--- src/rtl/pll_lock_qualifier.sv ---
// Synchronises and debounces the raw PLL lock into a registered pll_ok level, with loss-fault reporting.
// Optional macro PLL_GLITCH_CNT_EN adds a saturating count of absorbed dropouts on glitch_count.
//
// state    | meaning
// UNLOCKED | no lock seen, pll_ok low
// QUALIFY  | counting consecutive high samples, pll_ok low
// LOCKED   | lock qualified, pll_ok high
// DROP     | counting consecutive low samples, pll_ok still high

module pll_lock_qualifier #(
  parameter int SYNC_STAGES = 2,
  parameter int LOCK_CYCLES = 1000,
  parameter int DROP_CYCLES = 4
) (
  input  logic       clock,
  input  logic       reset_n,
  input  logic       pll_locked_raw,
  input  logic       clear_fault,
  output logic       pll_ok,
  output logic       lock_lost,
  output logic [7:0] loss_count,
  output logic [7:0] glitch_count
);

  // Shared counter must also reach DROP_CYCLES-1 if drop filtering is ever longer than qualification.
  localparam int CNT_RANGE = (LOCK_CYCLES > DROP_CYCLES) ? LOCK_CYCLES : DROP_CYCLES;
  localparam int CNT_W     = (CNT_RANGE > 1) ? $clog2(CNT_RANGE) : 1;

  localparam logic [CNT_W-1:0] LOCK_LAST = CNT_W'(LOCK_CYCLES - 1);
  localparam logic [CNT_W-1:0] DROP_LAST = CNT_W'(DROP_CYCLES - 1);
  localparam logic [CNT_W-1:0] CNT_ONE   = CNT_W'(1);

  localparam logic [1:0] ST_UNLOCKED = 2'd0;
  localparam logic [1:0] ST_QUALIFY  = 2'd1;
  localparam logic [1:0] ST_LOCKED   = 2'd2;
  localparam logic [1:0] ST_DROP     = 2'd3;

  logic [SYNC_STAGES-1:0] sync_q;
  logic                   locked_s;
  logic [1:0]             state_q, state_d;
  logic [CNT_W-1:0]       cnt_q, cnt_d;
  logic                   loss_evt;

  always_ff @(posedge clock or negedge reset_n) begin
    if (!reset_n) sync_q <= '0;
    else          sync_q <= {sync_q[SYNC_STAGES-2:0], pll_locked_raw};
  end

  assign locked_s = sync_q[SYNC_STAGES-1];
  assign loss_evt = (state_q == ST_DROP) && !locked_s && (cnt_q == DROP_LAST);

  always_comb begin
    state_d = state_q;
    cnt_d   = cnt_q;
    case (state_q)
      ST_UNLOCKED: begin
        if (locked_s) begin
          state_d = ST_QUALIFY;
          cnt_d   = '0;
        end
      end
      ST_QUALIFY: begin
        if (!locked_s)              state_d = ST_UNLOCKED;
        else if (cnt_q == LOCK_LAST) state_d = ST_LOCKED;
        else                        cnt_d   = cnt_q + CNT_ONE;
      end
      ST_LOCKED: begin
        if (!locked_s) begin
          state_d = ST_DROP;
          cnt_d   = CNT_ONE;
        end
      end
      ST_DROP: begin
        if (locked_s)                state_d = ST_LOCKED;
        else if (cnt_q == DROP_LAST) state_d = ST_UNLOCKED;
        else                         cnt_d   = cnt_q + CNT_ONE;
      end
      default: state_d = ST_UNLOCKED;
    endcase
  end

  // pll_ok is its own flop so the reset timer never sees decode glitches.
  always_ff @(posedge clock or negedge reset_n) begin
    if (!reset_n) begin
      state_q <= ST_UNLOCKED;
      cnt_q   <= '0;
      pll_ok  <= 1'b0;
    end else begin
      state_q <= state_d;
      cnt_q   <= cnt_d;
      pll_ok  <= (state_d == ST_LOCKED) || (state_d == ST_DROP);
    end
  end

  always_ff @(posedge clock or negedge reset_n) begin
    if (!reset_n) begin
      lock_lost  <= 1'b0;
      loss_count <= 8'd0;
    end else begin
      if (loss_evt)         lock_lost <= 1'b1;
      else if (clear_fault) lock_lost <= 1'b0;

      if (clear_fault)                          loss_count <= loss_evt ? 8'd1 : 8'd0;
      else if (loss_evt && loss_count != 8'hFF) loss_count <= loss_count + 8'd1;
    end
  end

`ifdef PLL_GLITCH_CNT_EN
  logic glitch_evt;

  assign glitch_evt = (state_q == ST_DROP) && locked_s;

  always_ff @(posedge clock or negedge reset_n) begin
    if (!reset_n)                               glitch_count <= 8'd0;
    else if (clear_fault)                       glitch_count <= glitch_evt ? 8'd1 : 8'd0;
    else if (glitch_evt && glitch_count != 8'hFF) glitch_count <= glitch_count + 8'd1;
  end
`else
  assign glitch_count = 8'd0;
`endif

endmodule

--- config.mk ---
export PLATFORM = sky130hd
export DESIGN_NAME = pll_lock_qualifier
export DESIGN_NICKNAME = d
export VERILOG_FILES = /design/src/rtl/pll_lock_qualifier.sv
export SDC_FILE = /design/constraint.sdc
export NUM_CORES = 1
export LEC_CHECK = 0
export CAP_MARGIN = 25
export CELL_PAD_IN_SITES_DETAIL_PLACEMENT = 1
export CELL_PAD_IN_SITES_GLOBAL_PLACEMENT = 1
export CORE_UTILIZATION = 43
export DETAILED_ROUTE_END_ITERATION = 6
export HOLD_SLACK_MARGIN = 0.05
export PLACE_DENSITY = 0.89
export SLEW_MARGIN = 0
export SYNTH_ARGS = -nofsm -noshare
export SYNTH_HDL_FRONTEND = slang
export SYNTH_SLANG_ARGS = --single-unit
--- constraint.sdc ---
create_clock -name clock -period 5.7 [get_ports clock]
set_input_delay 1.14 -clock clock [delete_from_list [all_inputs] [get_ports clock]]
set_output_delay 1.14 -clock clock [all_outputs]
set_load 0.005 [all_outputs]
==> results of run 1 <==
[logic make-up (layout without fill, tap and decap cells)]
logic type | count (synthesis) | count (layout) | synth area share [%]
adders and majority gates | 2 | 2 | 1.81
and+or+nand+nor | 54 | 54 | 23.5
DFF | 23 | 23 | 41.6
muxes | 3 | 3 | 2.26
AOI/OAI and AO/OA | 43 | 43 | 22.3
buffers and inverters | 18 | 24 | 8.31
other | 1 | 8 | 0.271
[power groups by stage]
stage	combinational (W)	clock (W)	sequential [W]
6_report	0.0000342	0.0000779	0.000183
5_1_grt	0.0000383	0.0000866	0.000184
4_1_cts	0.0000320	0.0000809	0.000183
3_5_place_dp	0.0000317	0	0.000186
3_3_place_gp	0.0000298	0	0.000185
2_1_floorplan	0.0000262	0	0.000181
[layout by cell type, fill, tap and decap left out, types with 2 or more instances in the layout]
| cell | n |
|---|---|
| a21oi_1 | 7 |
| a31oi_1 | 4 |
| a41oi_1 | 6 |
| and3_1 | 4 |
| clkbuf_4 | 3 |
| clkdlybuf4s50_1 | 13 |
| conb_1 | 8 |
| dfrtp_1 | 23 |
| ha_1 | 2 |
| inv_1 | 6 |
| mux2i_1 | 2 |
| nand2_1 | 16 |
| nand2b_1 | 2 |
| nand3_1 | 8 |
| nor2_1 | 4 |
| nor3_1 | 2 |
| o21ai_0 | 5 |
| o31ai_1 | 9 |
| o41ai_1 | 2 |
| or4_1 | 4 |
[cells in the mapped netlist, drive strengths merged, types with 2 or more instances]
library cell and count:
o21ai 6, a31oi 4, clkbuf 3, buf 9, or4 4, nand2b 2, nor3 2, nand4 2
and3 5, inv 6, o41ai 2, ha 2, or3 2, nor2 4, nand2 16, dfrtp 23
o31ai 9, and2 2, a41oi 6, a21oi 7, nand3 8, mux2i 2
[flip-flops by register name, indices dropped and copies added, names as in the netlist]
signal	count
sync_q	2
state_q	2
cnt_q	10
loss_count	8
lock_lost	1
[stage by stage]
step	cell area [µm²]	cells	util, %
finish	1560	201	51.0
CTS	1530	200	50.1
global placement	1500	196	49.3
floorplan	1410	151	-
detailed placement	1500	196	49.3
global route	1560	201	51.0
[how the worst max path moves through the flow]
stage	endpoint	slack, ns	cells after the start
floorplan	cnt_q[0]$_DFFE_PN0P_	3.84	5
global placement	sync_q[0]$_DFF_PN0_	3.28	1
detailed placement	cnt_q[0]$_DFFE_PN0P_	3.27	1
CTS	loss_count[2]	3.21	1
global route	loss_count[2]	3.17	1
finish	loss_count[2]	3.21	1
[routing by layer]
layer	routed length (µm)	global-route usage, %	up-vias
met3	117	5.27	5
li1	-	-	569
met1	1500	28.1	608
met5	0	0	-
met4	34	8.16	0
met2	1760	37.2	22
[layout make-up]
class	count	area, µm²
Fill cell	350	1500
Multi-Input combinational cell	110	721
Sequential cell	23	576
Timing Repair Buffer	14	158
Tap cell	44	55.1
Clock buffer	4	26.3
Inverter	6	22.5
==> flow_summary.toml, run 1 <==
[floorplanning]
rows = 20
ios = 22
core-area_um2 = 3050
die_w_um = 58.8
dieArea_um2 = 3450
die_y_um = 58.8
initial_core_util_pct = 45.4

[flow_run]
maxCapViolations = 0

[place]
place.detailed.hpwl_um = 2460
gp_congestion = 0.811
portBuffers = 13
dp_slack_ns = 3.27

[worst_setup_path]
cp-startpoint = "loss_count[2]$_DFFE_PN0P_"
r2r_cells = 5
reg2reg_to = "loss_count[7]$_DFFE_PN0P_"
cp-end-kind = "output port"
crit_type = "reg -> out"
critPathLaunchType = "flip-flop"
reg2reg_slack_ns = 3.51
crit_slowest_cell = "clkdlybuf4s50_1"
crit_buf_inv = 1
rr_startpoint = "cnt_q[0]$_DFFE_PN0P_"
crit_path_max_incr_delay_ns = 0.54
cp_cell_sequence = "clkdlybuf4s50_1"
crit_fanout = 7
crit_arrival_ns = 1.35
required_ns = 4.56
cp_top_family = "buffers and inverters"

[clock_tree]
htree_levels = 1
cts_tree = "yes"
clockRootBuffer = "clkbuf_4"
cts_buffer_depth = 2
postCtsSetupBuffers = 0
cts_buffers = 3
cts.clk_slew.worst_paths_ns = 0.13
cts.sinks = 23
holdBufCountCts = 0
insertion_delay_ns = 0.33
cts_resized = 0

[sta]
setup-violations-final = 0
slew_headroom_pct = 49.9
post-route-min-period_ns = 2.49
fin_setup_tns_ns = 0
whs_ns = 0.363
fin_skew_ns = 0.0171
max_freq_mhz = 402
worstMarginPinSlew_ns = 0.745
rsz0062_at_grt = "no"
post-route-period-util_pct = 43.6
slew_violations = 0
finalHoldViolCount = 0
worst_slack_ns = 3.21

[pwr]
p_seq_share_pct = 61.9
comb_power_share_pct = 11.6
intPower_w = 0.000213
power_density_nw_per_um2 = 189
p_total_w = 0.000295
power.leakage_nw = 0.617
swShare_pct = 27.8
peakVddDrop_mv = 0.122
switchingPower_w = 0.0000818
p_clk_share_pct = 26.4

[cells_and_area]
drive_gt1_share_pct = 8.28
antenna_cells = 0
area_growth_pct = 12.5
fin_nets = 164

[yosys]
synth_seq_area_share_pct = 41.6
syn_area_um2 = 1390
synthTopCellsByArea = "dfrtp_1 42%, o31ai_1 4.9%, buf_4 4.3%"
ys_seq_elements = 23
ys_async_sr_fraction_pct = 100
ys.flop_type = "dfrtp_1"
synth_top_area_share_pct = 41.6
synth.distinct_cells = 47
syn_inst = 144
yosys_warnings = 0
yosys.area.top_type = "dfrtp_1"
synth-edff-count = 0
synth_area_per_cell_um2 = 9.62

[global_routing]
grt_pass1_vias = 1233
grt_usage_pct = 22.3
grt.overflow.total = 0
grt_pass1_wl_um = 5780
grt_start_max_net_pins = 24
antenna_found_initial = 0

[run_status]
status = "complete, no violations"

[worst_hold_path]
hp-start = "sync_q[0]$_DFF_PN0_"
hold_class = "reg -> reg"
hold-path-endpoint = "sync_q[1]$_DFF_PN0_"
hold_depth = 0

[routing]
drt_iter0_markers = 47
via_count = 1204
wire_per_inst_um = 17.0
drtAntennaViolNets = 0
drc = 0
via_per_inst = 5.99
routed_wl_um = 3410
drt_first_pass_iters = 4
(Power assumes the default switching activity.)
==> inputs of run 2 (changes only) <==
- CORE_UTILIZATION: 43 -> 36
- PLACE_DENSITY: 0.89 -> 0.8
- clock period: 5.7 -> 2.2 ns (I/O delays scaled with it)
==> run 2 against run 1 <==
Via count grew 2.4%. Clock skew down 0.012 ns. Register-to-register slack got worse by 3.3 ns. Hold slack worse by 0.0049 ns. Clock power grew to 3.4 times the previous value. Cell count up 4.5%. Global-route usage fell by 3.1 points. Sequential cell count stayed put. Combinational power grew to 2.6 times the previous value. Critical path type is now reg -> reg. Sequential share of layout area fell by 1.1 points. Critical endpoint is now loss_count[4]$_DFFE_PN0P_. Critical path depth is 4 higher.
==> flow_summary.toml, run 2 (same netlist as run 1, synthesis figures left out) <==
[worst_hold_path]
hold-path-endpoint = "sync_q[1]$_DFF_PN0_"
hold_depth = 0
hold_class = "reg -> reg"
hp-start = "sync_q[0]$_DFF_PN0_"

[floorplanning]
rows = 22
die_y_um = 64.0
ios = 22
dieArea_um2 = 4100
initial_core_util_pct = 37.6
core-area_um2 = 3690
die_w_um = 64.0

[cells_and_area]
final_cell_mix = "23 x dfrtp_1, 16 x nand2_1, 13 x clkdlybuf4s50_1, 9 x o31ai_1"
reg_top3 = "cnt_q (10), loss_count (8)"
final_common_cell = "dfrtp_1"
area_growth_pct = 15.8
regMostFlops = "cnt_q"
antenna_cells = 0
final_util_pct = 43.5
fillers = 456
largest_reg_flops = 10
fin_nets = 169
drive_gt1_share_pct = 12.3

[worst_setup_path]
cp-end-kind = "flip-flop"
required_ns = 2.39
crit_arrival_ns = 2.22
critPathLaunchType = "flip-flop"
reg2reg_slack_ns = 0.17
r2r_cells = 5
crit_fanout = 11
reg2reg_to = "loss_count[4]$_DFFE_PN0P_"
rr_startpoint = "cnt_q[0]$_DFFE_PN0P_"
crit_type = "reg -> reg"

[routing]
drt_iter0_markers = 42
via_count = 1233
drt_first_pass_iters = 4
wire_per_inst_um = 16.7
via_per_inst = 5.87
drtAntennaViolNets = 0
routed_wl_um = 3510
drc = 0

[sta]
max_freq_mhz = 494
finalHoldViolCount = 0
fin_skew_ns = 0.00528
post-route-min-period_ns = 2.03
setup-violations-final = 0
post-route-period-util_pct = 92.1
rsz0062_at_grt = "no"
worstMarginPinSlew_ns = 0.576
fin_setup_tns_ns = 0
slew_violations = 0
slew_headroom_pct = 61.2

[clock_tree]
cts_buffer_depth = 2
insertion_delay_ns = 0.26
cts.sinks = 23
htree_levels = 1
cts_buffers = 3
cts.clk_slew.worst_paths_ns = 0.08
cts_tree = "yes"
clockRootBuffer = "clkbuf_8"

[global_routing]
grt_usage_pct = 19.1
antenna_found_initial = 0
grt_pass1_vias = 1289
grt.overflow.total = 0
grt_start_max_net_pins = 24
grt_pass1_wl_um = 6120

[pwr]
power_density_nw_per_um2 = 514
peakVddDrop_mv = 0.238
power.leakage_nw = 0.645

[run_status]
status = "complete, no violations"

[place]
portBuffers = 13
place.detailed.hpwl_um = 2530
gp_congestion = 0.844

[flow_run]
maxCapViolations = 0
-- run 2: layout make-up --
class	instances	area, µm²	share of cell area (%)
flip-flops and latches	23	576	35.9
multi-input cells	110	724	45.2
well taps	48	60.1	3.74
repair buffers	19	175	10.9
clock buffers	3	41.3	2.57
clock inverters	1	5.00	0.312
inverters	6	22.5	1.40
-- run 2: critical path: stages (launching register included) --
cell	delay, ns
dfrtp_1	0.41
ha_1	0.28
and4bb_2	0.31
nand4_2	0.23
or4_1	0.58
a21oi_1	0.15
-- run 2: repair_timing --
item | in CTS | in global routing
buffers inserted | 0 | 0
hold buffers | 0 | 0
setup endpoints to repair | 0 | 5
resized for setup | 0 | 1
-- run 2: worst max-delay path by stage --
stage | cells past startpoint | startpoint | to | slack (ns)
CTS | 5 | cnt_q[0]$_DFFE_PN0P_ | cnt_q[9]$_DFFE_PN0P_ | 0.11
floorplan | 5 | cnt_q[0]$_DFFE_PN0P_ | cnt_q[0]$_DFFE_PN0P_ | 0.34
detailed placement | 5 | cnt_q[0]$_DFFE_PN0P_ | cnt_q[9]$_DFFE_PN0P_ | 0.13
global placement | 5 | cnt_q[0]$_DFFE_PN0P_ | cnt_q[9]$_DFFE_PN0P_ | 0.26
global route | 5 | cnt_q[0]$_DFFE_PN0P_ | loss_count[4]$_DFFE_PN0P_ | 0.008
finish | 5 | cnt_q[0]$_DFFE_PN0P_ | loss_count[4]$_DFFE_PN0P_ | 0.17
-- run 2: report_power, final --
part / internal, W / leakage, nW / switching (W) / total, W
Clock: 0.000126 / 0.0255 / 0.000137 / 0.000263
Sequential: 0.000441 / 0.311 / 0.0000298 / 0.000471
Combinational: 0.0000379 / 0.308 / 0.0000526 / 0.0000905
Total: 0.000605 / 0.645 / 0.000219 / 0.000824
-- run 2: stage by stage --
stage	setup slack [ns]	instances	hold slack [ns]	power (W)	area, µm²
finish	0.174	210	0.358	0.000824	1600
global route	0.00766	210	0.374	0.000863	1600
CTS	0.112	210	0.364	0.000832	1600
detailed placement	0.132	206	0.344	0.000566	1550
global placement	0.260	206	0.338	0.000559	1550
floorplan	0.336	151	0.144	0.000536	1410
-- run 2: per-layer routing --
metal  up-vias  routed length, µm  track usage [%]
met2        27               1710             31.9
li1        577                  -                -
met4         0                 35             7.10
met1       625               1670             24.9
met5         -                  0                0
met3         4                 86             2.86
==> inputs of run 3 (changes only) <==
- SETUP_SLACK_MARGIN: unset -> 0.05
==> run 3 against run 2 <==
Clock power barely moved. Sequential share of layout area shrank 0.19 points. Combinational power increased by 2.3%. Power up 0.35%. Sequential power about the same. Count of clock-buffer cells in the layout did not move. Sequential cell count did not move. Die area unchanged. Register-to-register slack got worse by 0.03 ns.
==> flow_summary.toml, run 3 (same netlist as run 1, synthesis figures left out) <==
[run_status]
status = "complete, no violations"

[routing]
wire_per_inst_um = 16.9
routed_wl_um = 3540
drt_first_pass_iters = 4
drt_iter0_markers = 58
via_count = 1234
via_per_inst = 5.88
drtAntennaViolNets = 0
drc = 0

[worst_setup_path]
reg2reg_slack_ns = 0.15
crit_fanout = 8
cp_cell_sequence = "ha_1, and4bb_2, a311oi_1, o21ai_2, o41ai_1"
reg2reg_to = "cnt_q[9]$_DFFE_PN0P_"
cp-end-kind = "flip-flop"
required_ns = 2.36
crit_type = "reg -> reg"
cp_top_family = "compound AO/OA/AOI/OAI gates"
crit_path_max_incr_delay_ns = 0.42
r2r_cells = 5
crit_buf_inv = 0
crit_arrival_ns = 2.22
rr_startpoint = "cnt_q[0]$_DFFE_PN0P_"
crit_slowest_cell = "dfrtp_1"
critPathLaunchType = "flip-flop"

[floorplanning]
ios = 22
rows = 22
die_w_um = 64.0
core-area_um2 = 3690
initial_core_util_pct = 37.6
die_y_um = 64.0
dieArea_um2 = 4100

[sta]
slew_violations = 0
finalHoldViolCount = 0
post-route-period-util_pct = 93.3
fin_setup_tns_ns = 0
fin_skew_ns = 0.00486
worstMarginPinSlew_ns = 0.591
rsz0062_at_grt = "no"
whs_ns = 0.359
slew_headroom_pct = 60.2
post-route-min-period_ns = 2.05
setup-violations-final = 0
max_freq_mhz = 487

[pwr]
p_clk_share_pct = 31.9
power.leakage_nw = 0.645
switchingPower_w = 0.000222
p_seq_share_pct = 56.9
swShare_pct = 26.8
peakVddDrop_mv = 0.239
p_total_w = 0.000827
power_density_nw_per_um2 = 513
comb_power_share_pct = 11.2
intPower_w = 0.000606

[cells_and_area]
regArea_um2 = 576
final_common_cell = "dfrtp_1"
area_growth_pct = 16.4
fin_nets = 169
largest_reg_flops = 10
antenna_cells = 0
drive_gt1_share_pct = 12.3
regMostFlops = "cnt_q"
fillers = 454
final_cell_mix = "23 x dfrtp_1, 16 x nand2_1, 13 x clkdlybuf4s50_1, 9 x o31ai_1"
reg_top3 = "cnt_q (10), loss_count (8)"
multi_input_area_um2 = 733

[place]
place.detailed.hpwl_um = 2530
gp_congestion = 0.844
portBuffers = 13

[clock_tree]
insertion_delay_ns = 0.27
cts_tree = "yes"
clockRootBuffer = "clkbuf_8"
postCtsSetupBuffers = 0
htree_levels = 1
cts.sinks = 23
cts.clk_slew.worst_paths_ns = 0.08
cts_buffer_depth = 2
cts_buffers = 3
holdBufCountCts = 0

[global_routing]
grt_pass1_vias = 1289
antenna_found_initial = 0
grt_usage_pct = 19.1
grt_pass1_wl_um = 6120
grt_start_max_net_pins = 24
grt.overflow.total = 0

[worst_hold_path]
hold_depth = 0
hp-start = "sync_q[0]$_DFF_PN0_"
hold_class = "reg -> reg"
hold-path-endpoint = "sync_q[1]$_DFF_PN0_"

[flow_run]
maxCapViolations = 0
## run 3: cell counts in the layout (fill, tap and decap cells not counted)
Identical to the previous run, type by type.
## run 3: through the flow
stage | area (µm²) | utilization (%) | cells | setup slack (ns)
after global placement | 1550 | 42.1 | 206 | 0.260
final | 1610 | 43.7 | 210 | 0.147
after CTS | 1600 | 43.4 | 210 | 0.112
after detailed placement | 1550 | 42.1 | 206 | 0.132
after global routing | 1610 | 43.7 | 210 | 0.0512
after floorplan | 1410 | - | 151 | 0.336
## run 3: how the worst max path moves through the flow
stage / end / from / cells past startpoint
global route: cnt_q[9]$_DFFE_PN0P_ / cnt_q[0]$_DFFE_PN0P_ / 5
global placement: cnt_q[9]$_DFFE_PN0P_ / cnt_q[0]$_DFFE_PN0P_ / 5
detailed placement: cnt_q[9]$_DFFE_PN0P_ / cnt_q[0]$_DFFE_PN0P_ / 5
CTS: cnt_q[9]$_DFFE_PN0P_ / cnt_q[0]$_DFFE_PN0P_ / 5
floorplan: cnt_q[0]$_DFFE_PN0P_ / cnt_q[0]$_DFFE_PN0P_ / 5
finish: cnt_q[9]$_DFFE_PN0P_ / cnt_q[0]$_DFFE_PN0P_ / 5
## run 3: power groups by stage
stage          registers (W)  logic (W)  clock network [W]
4_1_cts             0.000470  0.0000910           0.000271
3_3_place_gp        0.000475  0.0000842                  0
2_1_floorplan       0.000468  0.0000680                  0
3_5_place_dp        0.000478  0.0000879                  0
6_report            0.000470  0.0000926           0.000264
5_1_grt             0.000473   0.000105           0.000287
## run 3: repair_timing
| action | in CTS | in global routing |
|---|---|---|
| setup endpoints to repair | 0 | 14 |
| resized for setup | 0 | 2 |
| hold endpoints to repair | 0 | 0 |
## run 3: routing by layer
| metal | vias to the layer above | GRT usage [%] | wire length, µm | part of all wire [%] |
|---|---|---|---|---|
| li1 | 576 | - | - | - |
| met2 | 22 | 31.9 | 1770 | 50 |
| met4 | 0 | 7.10 | 37 | 1.0 |
| met3 | 4 | 2.86 | 81 | 2.3 |
| met1 | 632 | 24.9 | 1650 | 47 |
| met5 | - | 0 | 0 | 0 |
## run 3: cell type report
cell class,instances,share of cell area (%)
multi-input combinational,110,45.5
sequential,23,35.7
inverter,6,1.40
clock buffer,3,2.56
timing repair buffer,19,10.9
clock inverter,1,0.310
tap,48,3.72
